===== src/rtl/rvh_l1d_pkg.sv =====
// Shared L1D definitions used by the PTW request controller.
package rvh_l1d_pkg;

    localparam int unsigned PTW_ID_WIDTH = 1;
    localparam int unsigned PADDR_WIDTH  = 56;
    localparam int unsigned XLEN         = 64;

    typedef enum logic [2:0] {
        IDLE     = 3'd0,
        ISSUE    = 3'd1,
        WAIT     = 3'd2,
        WAIT_RPL = 3'd3,
        RESP     = 3'd4,
        DRAIN    = 3'd5
    } ptw_req_ctrl_state_e;

endpackage


===== src/rtl/rvh_l1d_ptw_req_ctrl.sv =====
// PTW front-end to the L1D load pipe: one walk in flight, replay parking, flush draining.
module rvh_l1d_ptw_req_ctrl
    import rvh_l1d_pkg::*;
(
    input  logic                    clk,
    input  logic                    rst,

    input  logic                    ptw_walk_req_vld_i,
    output logic                    ptw_walk_req_rdy_o,
    input  logic [PTW_ID_WIDTH-1:0] ptw_walk_req_id_i,
    input  logic [PADDR_WIDTH-1:0]  ptw_walk_req_addr_i,

    output logic                    rb_walk_req_vld_o,
    output logic [PTW_ID_WIDTH-1:0] rb_walk_req_id_o,
    output logic [PADDR_WIDTH-1:0]  rb_walk_req_addr_o,

    input  logic                    ptw_walk_replay_req_vld_i,
    input  logic [PTW_ID_WIDTH-1:0] ptw_walk_replay_req_id_i,
    input  logic [PADDR_WIDTH-1:0]  ptw_walk_replay_req_paddr_i,
    output logic                    ptw_walk_replay_req_rdy_o,

    output logic                    l1d_ptw_req_vld_o,
    input  logic                    l1d_ptw_req_rdy_i,
    output logic [PTW_ID_WIDTH-1:0] l1d_ptw_req_id_o,
    output logic [PADDR_WIDTH-1:0]  l1d_ptw_req_paddr_o,
    output logic                    l1d_ptw_req_is_replay_o,

    input  logic                    l1d_ptw_resp_vld_i,
    input  logic [PTW_ID_WIDTH-1:0] l1d_ptw_resp_id_i,
    input  logic                    l1d_ptw_resp_replay_i,
    input  logic [XLEN-1:0]         l1d_ptw_resp_pte_i,

    output logic                    ptw_walk_resp_vld_o,
    input  logic                    ptw_walk_resp_rdy_i,
    output logic [PTW_ID_WIDTH-1:0] ptw_walk_resp_id_o,
    output logic [XLEN-1:0]         ptw_walk_resp_pte_o,

    input  logic                    ptw_flush_i,
    output logic                    ptw_id_err_o
);

    ptw_req_ctrl_state_e     state_q, state_d;
    logic [PTW_ID_WIDTH-1:0] id_q, id_d;
    logic [PADDR_WIDTH-1:0]  paddr_q, paddr_d;
    logic                    is_replay_q, is_replay_d;
    logic [XLEN-1:0]         pte_q, pte_d;
    logic                    id_err_q, id_err_d;

    logic fresh_acc;
    logic resp_match;

    // Handshake and output decode; walker accept is blocked during a flush.
    always_comb begin
        ptw_walk_req_rdy_o        = (state_q == IDLE) & ~ptw_flush_i;
        ptw_walk_replay_req_rdy_o = (state_q == WAIT_RPL);
        fresh_acc                 = ptw_walk_req_vld_i & ptw_walk_req_rdy_o;
        resp_match                = l1d_ptw_resp_vld_i & (l1d_ptw_resp_id_i == id_q);
        rb_walk_req_vld_o         = fresh_acc;
        rb_walk_req_id_o          = ptw_walk_req_id_i;
        rb_walk_req_addr_o        = ptw_walk_req_addr_i;
        l1d_ptw_req_vld_o         = (state_q == ISSUE);
        l1d_ptw_req_id_o          = id_q;
        l1d_ptw_req_paddr_o       = paddr_q;
        l1d_ptw_req_is_replay_o   = is_replay_q;
        ptw_walk_resp_vld_o       = (state_q == RESP);
        ptw_walk_resp_id_o        = id_q;
        ptw_walk_resp_pte_o       = pte_q;
        ptw_id_err_o              = id_err_q;
    end

    // Next-state and payload capture.
    always_comb begin
        state_d     = state_q;
        id_d        = id_q;
        paddr_d     = paddr_q;
        is_replay_d = is_replay_q;
        pte_d       = pte_q;
        id_err_d    = id_err_q;
        unique case (state_q)
            IDLE: begin
                if (fresh_acc) begin
                    id_d        = ptw_walk_req_id_i;
                    paddr_d     = ptw_walk_req_addr_i;
                    is_replay_d = 1'b0;
                    state_d     = ISSUE;
                end
            end
            ISSUE: begin
                // An accept in the flush cycle is already owned by L1D, so drain it.
                if (l1d_ptw_req_rdy_i) begin
                    state_d = ptw_flush_i ? DRAIN : WAIT;
                end else if (ptw_flush_i) begin
                    state_d = IDLE;
                end
            end
            WAIT: begin
                if (l1d_ptw_resp_vld_i && !resp_match) begin
                    id_err_d = 1'b1;
                end
                if (ptw_flush_i) begin
                    state_d = resp_match ? IDLE : DRAIN;
                end else if (resp_match) begin
                    if (l1d_ptw_resp_replay_i) begin
                        state_d = WAIT_RPL;
                    end else begin
                        pte_d   = l1d_ptw_resp_pte_i;
                        state_d = RESP;
                    end
                end
            end
            WAIT_RPL: begin
                if (ptw_flush_i) begin
                    state_d = IDLE;
                end else if (ptw_walk_replay_req_vld_i) begin
                    id_d        = ptw_walk_replay_req_id_i;
                    paddr_d     = ptw_walk_replay_req_paddr_i;
                    is_replay_d = 1'b1;
                    state_d     = ISSUE;
                end
            end
            RESP: begin
                if (ptw_flush_i || ptw_walk_resp_rdy_i) begin
                    state_d = IDLE;
                end
            end
            DRAIN: begin
                if (resp_match) begin
                    state_d = IDLE;
                end
            end
            default: state_d = IDLE;
        endcase
    end

    // State and payload registers.
    always_ff @(posedge clk or negedge rst) begin
        if (!rst) begin
            state_q     <= IDLE;
            id_q        <= '0;
            paddr_q     <= '0;
            is_replay_q <= 1'b0;
            pte_q       <= '0;
            id_err_q    <= 1'b0;
        end else begin
            state_q     <= state_d;
            id_q        <= id_d;
            paddr_q     <= paddr_d;
            is_replay_q <= is_replay_d;
            pte_q       <= pte_d;
            id_err_q    <= id_err_d;
        end
    end

endmodule


===== config.mk =====
export PLATFORM = sky130hd
export DESIGN_NAME = rvh_l1d_ptw_req_ctrl
export DESIGN_NICKNAME = d
export VERILOG_FILES = /design/src/rtl/rvh_l1d_pkg.sv /design/src/rtl/rvh_l1d_ptw_req_ctrl.sv
export SDC_FILE = /design/constraint.sdc
export NUM_CORES = 1
export LEC_CHECK = 0
export ABC_AREA = 1
export BUFFER_PORTS_ARGS = -buffer_cell sky130_fd_sc_hd__buf_2
export CAP_MARGIN = 30
export CORE_AREA = 5 5 142 144
export CTS_BUF_LIST = sky130_fd_sc_hd__clkbuf_8
export CTS_CLUSTER_DIAMETER = 120
export DETAILED_ROUTE_END_ITERATION = 8
export DIE_AREA = 0 0 147 149
export HOLD_SLACK_MARGIN = 0.06
export PLACE_DENSITY = 0.71
export SETUP_SLACK_MARGIN = 0.5
export SLEW_MARGIN = 20
export SYNTH_ARGS = -nofsm -noshare
export SYNTH_HDL_FRONTEND = slang
export SYNTH_SLANG_ARGS = --single-unit

===== constraint.sdc =====
create_clock -name clk -period 3.8 [get_ports clk]
set_clock_uncertainty 0.15 [all_clocks]
set_input_delay 0.76 -clock clk [delete_from_list [all_inputs] [get_ports clk]]
set_output_delay 0.76 -clock clk [all_outputs]
set_load 0.005 [all_outputs]

# After elaboration in Yosys (flattened, before gate mapping)
# Cells that the tools add are included.
word_totals:
  ff_bits: 126
  output_inout_bits: 186
  elab_cells: 59
classes:
  eq_ne: 14
  mux: 25
  bitwise: 5
  n_reduce_logical: 9
ops:
  columns: ["cell", "count"]
  rows:
  - ["2-to-1 mux 56 bit", 3]
  - ["case mux 56 bit (2 select lines)", 1]
  - ["2-to-1 mux 3 bit", 12]
  - ["case mux 3 bit (6 select lines)", 1]
  - ["!= test 2 bit, second input constant", 4]
  - ["AND reduction 4 bit", 2]
  - ["== test 3 x 2 -> 1 bit, second input constant", 2]
  - ["== test 3 bit, second input constant", 2]
  - ["2-to-1 mux 1 bit", 6]
  - ["AND reduction 6 bit", 1]
  - ["case mux 1 bit (2 select lines)", 2]
  - ["AND 1 bit", 3]
  - ["== test 3 x 1 -> 1 bit, second input constant", 1]
  - ["zero test 3 bit", 1]
  - ["!= test 3 x 1 -> 1 bit, second input constant", 1]
  - ["!= test 3 x 2 -> 1 bit, second input constant", 1]
  - ["!= test 3 bit, second input constant", 1]
  - ["!= test 2 x 1 -> 1 bit, second input constant", 1]
  - ["NOT 1 bit", 2]
  - ["AND reduction 2 bit", 1]
  - ["nonzero test 2 bit", 1]
  - ["== test 1 bit", 1]
  - ["logical AND 1 bit", 1]
  - ["zero test 1 bit", 1]
  - ["logical OR 1 bit", 1]

# Logic depth before layout (Yosys ltp)
logic_depth:
  depth_word: 5
  ltp_mapped: 10
  ltp_nobuf: 8

# Least setup slack after synthesis
# Ideal clock, no wire load.
synth_timing:
  kind: "input to output"
  startpoint: "input ptw_walk_req_vld_i"
  endpoint: "output rb_walk_req_vld_o"
  arrival_ns: 1.022
  t_required_ns: 2.890
  slack_ns: 1.868
  path_stages: 2
  n_path_buf: 0
  path_cell_list: "inv_1 -> nor3_1"
synth_via:
  elab_chain_len: 1
synth_rtl:
  columns: ["item", "line_no", "rtl"]
  rows:
  - ["from (decl)", "rvh_l1d_ptw_req_ctrl.sv:8", "input logic ptw_walk_req_vld_i,"]
  - ["AND 1 bit", "rvh_l1d_ptw_req_ctrl.sv:56", "fresh_acc = ptw_walk_req_vld_i & ptw_walk_req_rdy_o;"]
  - ["to (decl)", "rvh_l1d_ptw_req_ctrl.sv:13", "output logic rb_walk_req_vld_o,"]
# No other way between the ends.

# Worst setup path in the final report
layout_timing:
  startpoint: "register state_q[0]"
  endpoint: "output rb_walk_req_vld_o"
layout_via:
  elab_chain_len: 3
layout_rtl:
  columns: ["item", "line_no", "rtl"]
  rows:
  - ["from (decl)", "rvh_l1d_ptw_req_ctrl.sv:42", "ptw_req_ctrl_state_e state_q, state_d;"]
  - ["from (signal assigned)", "rvh_l1d_ptw_req_ctrl.sv:145", "state_q <= state_d;"]
  - ["zero test 3 bit", "rvh_l1d_ptw_req_ctrl.sv:54", "ptw_walk_req_rdy_o = (state_q == IDLE) & ~ptw_flush_i;"]
  - ["AND 1 bit", "rvh_l1d_ptw_req_ctrl.sv:54", null]
  - ["AND 1 bit", "rvh_l1d_ptw_req_ctrl.sv:56", null]
# No other way between the ends.

==> key figures <==
Synth
  – Synthesized cell area: 0.006311 sq mm
  – Warning count from the yosys run: 0
  – Largest family of logic cells by synthesized area: buffers and inverters
  – Avg Cell Area, Syn: 9.785 sq um
  – Area share of fa/ha/maj cells after synthesis: 0%
  – Post-synthesis register bit count: about 130
  – Fraction of synthesized area in multiplexers: under 10%
  – Compound-gate portion of the synthesized area: between 10% and 20%
  – Post-synthesis xor/xnor area fraction: 0%
  – Post-synthesis cell type count: 25
  – Sequential element share of the synthesized area: between 40% and 50%
  – Mapped Nets: 833
  – Mapped Cells: 645
  – Share of synthesized cell area in and, or, nand and nor gates: around 11%

GRT
  – Largest net degree at the start of global routing: 75
  – Wire length of the first global-routing pass: 27,990 microns
  – Antenna violations before repair: 0
  – GR Util All Layers: between 10% and 20%
  – Aggregate global routing overflow: 0
  – Via count of the first global-routing pass: roughly 5,300

Worst setup path
  – Data arrival time of the worst path: 1.63 ns
  – Worst setup path class: register to output pin
  – CP Capture Type: output pin
  – Crit path max-delay family: simple AND/OR/NAND/NOR gates
  – Data required time at the worst endpoint: 2.89 ns
  – Cell with the biggest individual delay on the critical path: sky130_fd_sc_hd__dfrtp_1
  – Buf/Inv on CP: 1
  – Critical path launch point type: register
  – Critical-path maximum fanout: 9
  – Cell Chain, Critical Path: nor2_4 > nand2_2 > nor3_1 > buf_2
  – Delay of the slowest critical-path stage: 0.51 ns

Clock tree
  – Skew-Pair Late Insertion Delay: 0.42 ns
  – Count of clock tree sinks: 126
  – TritonCTS buffer count: 17
  – Number of gates given a new drive strength after cts: 0
  – Postcts setup bufs: 0
  – Deepest clock path buffer count: 2
  – Hold buffer count at CTS: 0
  – Clock-pin transition on the worst setup and hold timing paths: 0.08 ns
  – H-tree depth reported by CTS: 4
  – Library cell used as clock root buffer: sky130_fd_sc_hd__clkbuf_8
  – Clock tree from TritonCTS: yes

STA
  – Crit share post-route: between 60% and 70%
  – Worst Tran Pin Value: ~0.92 ns
  – Top achievable clock speed: between 0.3 and 0.4 GHz
  – RSZ-0062 raised after global routing: no
  – Final count of hold timing violations: 0
  – Setup-violating endpoint count in the final report: 0
  – Max-slew headroom: between 30% and 40%
  – Hold slack final: 0.2041 ns
  – Setup_tns: 0 ns
  – Post-layout minimum cycle time: 2.544 ns
  – Max-slew violation total from the final report: 0

Placement
  – HPWL after detailed placement: 14,390 microns
  – RD Place Congestion: 0.8600
  – Number of buffer cells added on primary ports: 373
  – Placed cell count: 1,168

Finish
  – Ant diodes: 0
  – Seq. cell area: between 0.003 and 0.004 sq mm
  – Fin cells: between 1,000 and 1,500
  – Fraction of layout cells with a size suffix above 1: roughly 50%
  – Total Nets Final: 1,141
  – Layout overhead on the synthesized area: 30.79%
  – Area taken by multi-input logic gates: 0.002140 sq mm
  – Fill cell count: ~1,800

Floorplanning
  – Row count: 50
  – Number of I/O pins: 374
  – Core area: 0.01858 sq mm
  – Die height: 149 microns
  – Initial standard-cell utilization of the core: 33.97%
  – Die span in x: 147 microns
  – Die footprint: 0.02190 sq mm

Route
  – Vias per Instance: around 4.4
  – First-pass iteration count of the detailed router: 4
  – Total wirelength of the detailed-routed design: 18,060 microns
  – DRC: 0
  – Average detailed-routed wire length per instance: between 15 and 20 microns
  – Total via count after detailed routing: 5,233
  – ANT nets after route: 0
  – Detailed router's first-iteration violation count: ~200

Flow run
  – Max-capacitance violation count: 0

Pwr
  – Static leakage: 5.058 nW
  – Total power: between 5 and 6 mW
  – Power density over cell area: 700.4 mW/mm^2
  – Worst ir drop on vdd: 281.7 uV

Worst hold path
  – Path class of the lowest-slack min-delay path: primary input to asynchronous set/reset pin

Status
  – Run status: finished clean
[sequential cells by signal (all words and copies together) (netlist names)]
register	count
l1d_ptw_req_id_o	1
l1d_ptw_req_is_replay_o	1
l1d_ptw_req_paddr_o	56
ptw_id_err_o	1
ptw_walk_resp_pte_o	64
state_q	3
[metal layers]
metal / global-route usage, % / vias to the layer above / part of all wire (%)
li1: - / 2620 / -
met1: 19.38 / 2399 / 40
met5: 0 / - / 0
met4: 5.452 / 0 / 0.96
met3: 3.251 / 15 / 5.8
met2: 28.32 / 199 / 53
[synth_stat cells, drive strengths merged]
cell type    n  area share [%]
clkbuf       5            0.40
nand3       11             1.1
inv         76             4.5
o21ai      123              13
nand2      139             8.3
a21o         1            0.12
dfrtp      126              50
nor3         2            0.16
or2          1           0.099
buf         87              11
a21oi        5            0.46
nand3b       2            0.24
nand4        2            0.20
mux2i       57             9.0
nor2         8            0.59
[cell usage in the layout (no fill, tap or decap), drive strengths merged]
| cell | Yosys | final |
|---|---|---|
| a21o | 1 | 1 |
| bufinv | 0 | 3 |
| nand4 | 2 | 2 |
| clkinv | 0 | 7 |
| clkbuf | 5 | 19 |
| buf | 87 | 381 |
| clkinvlp | 0 | 2 |
| nand3b | 2 | 2 |
| or2 | 1 | 1 |
| mux2i | 57 | 57 |
| o21ai | 123 | 123 |
| nand2 | 139 | 139 |
| dfrtp | 126 | 126 |
| a21oi | 5 | 5 |
| nor3 | 2 | 2 |
| nand3 | 11 | 11 |
| inv | 76 | 77 |
| nor2 | 8 | 8 |
[power breakdown]
group          internal [mW]  switching, mW
sequential              1.96          0.356
combinational           1.02           1.21
clock                  0.686          0.545
[final cells by class]
| class | instances | area share, % |
|---|---|---|
| well taps | 234 | 3.547 |
| clock inverters | 13 | 1.986 |
| flip-flops and latches | 126 | 38.20 |
| clock buffers | 19 | 3.168 |
| inverters | 76 | 3.456 |
| repair buffers | 381 | 23.72 |
| multi-input cells | 351 | 25.92 |
[metrics by stage]
stage	worst slack (ns)	utilization, %	area, sq um
final	1.256	44.42	8254
after global routing	1.138	44.42	8254
after CTS	1.195	44.42	8254
after detailed placement	1.204	42.13	7829
after global placement	1.225	42.13	7829
after floorplan	1.868	-	6311
[path summary, 6_finish.rpt]
kind,start,end,slack [ns],cells after the start
max,state_q[0],rb_walk_req_vld_o,1.26,4
min,rst,ptw_walk_resp_pte_o[9],0.20,1
max reg2reg,state_q[1],l1d_ptw_req_paddr_o[46],1.49,8
min reg2reg,ptw_id_err_o,ptw_id_err_o,0.31,1
max in group asynchronous,rst,l1d_ptw_req_paddr_o[33],2.56,2
min in group clk,ptw_id_err_o,ptw_id_err_o,0.31,1
[cells by family after synthesis]
logic type      Yosys count
buf+inv                 168
simple gates            165
compound gates          129
flops                   126
mux                      57
(Power assumes the default switching activity.)
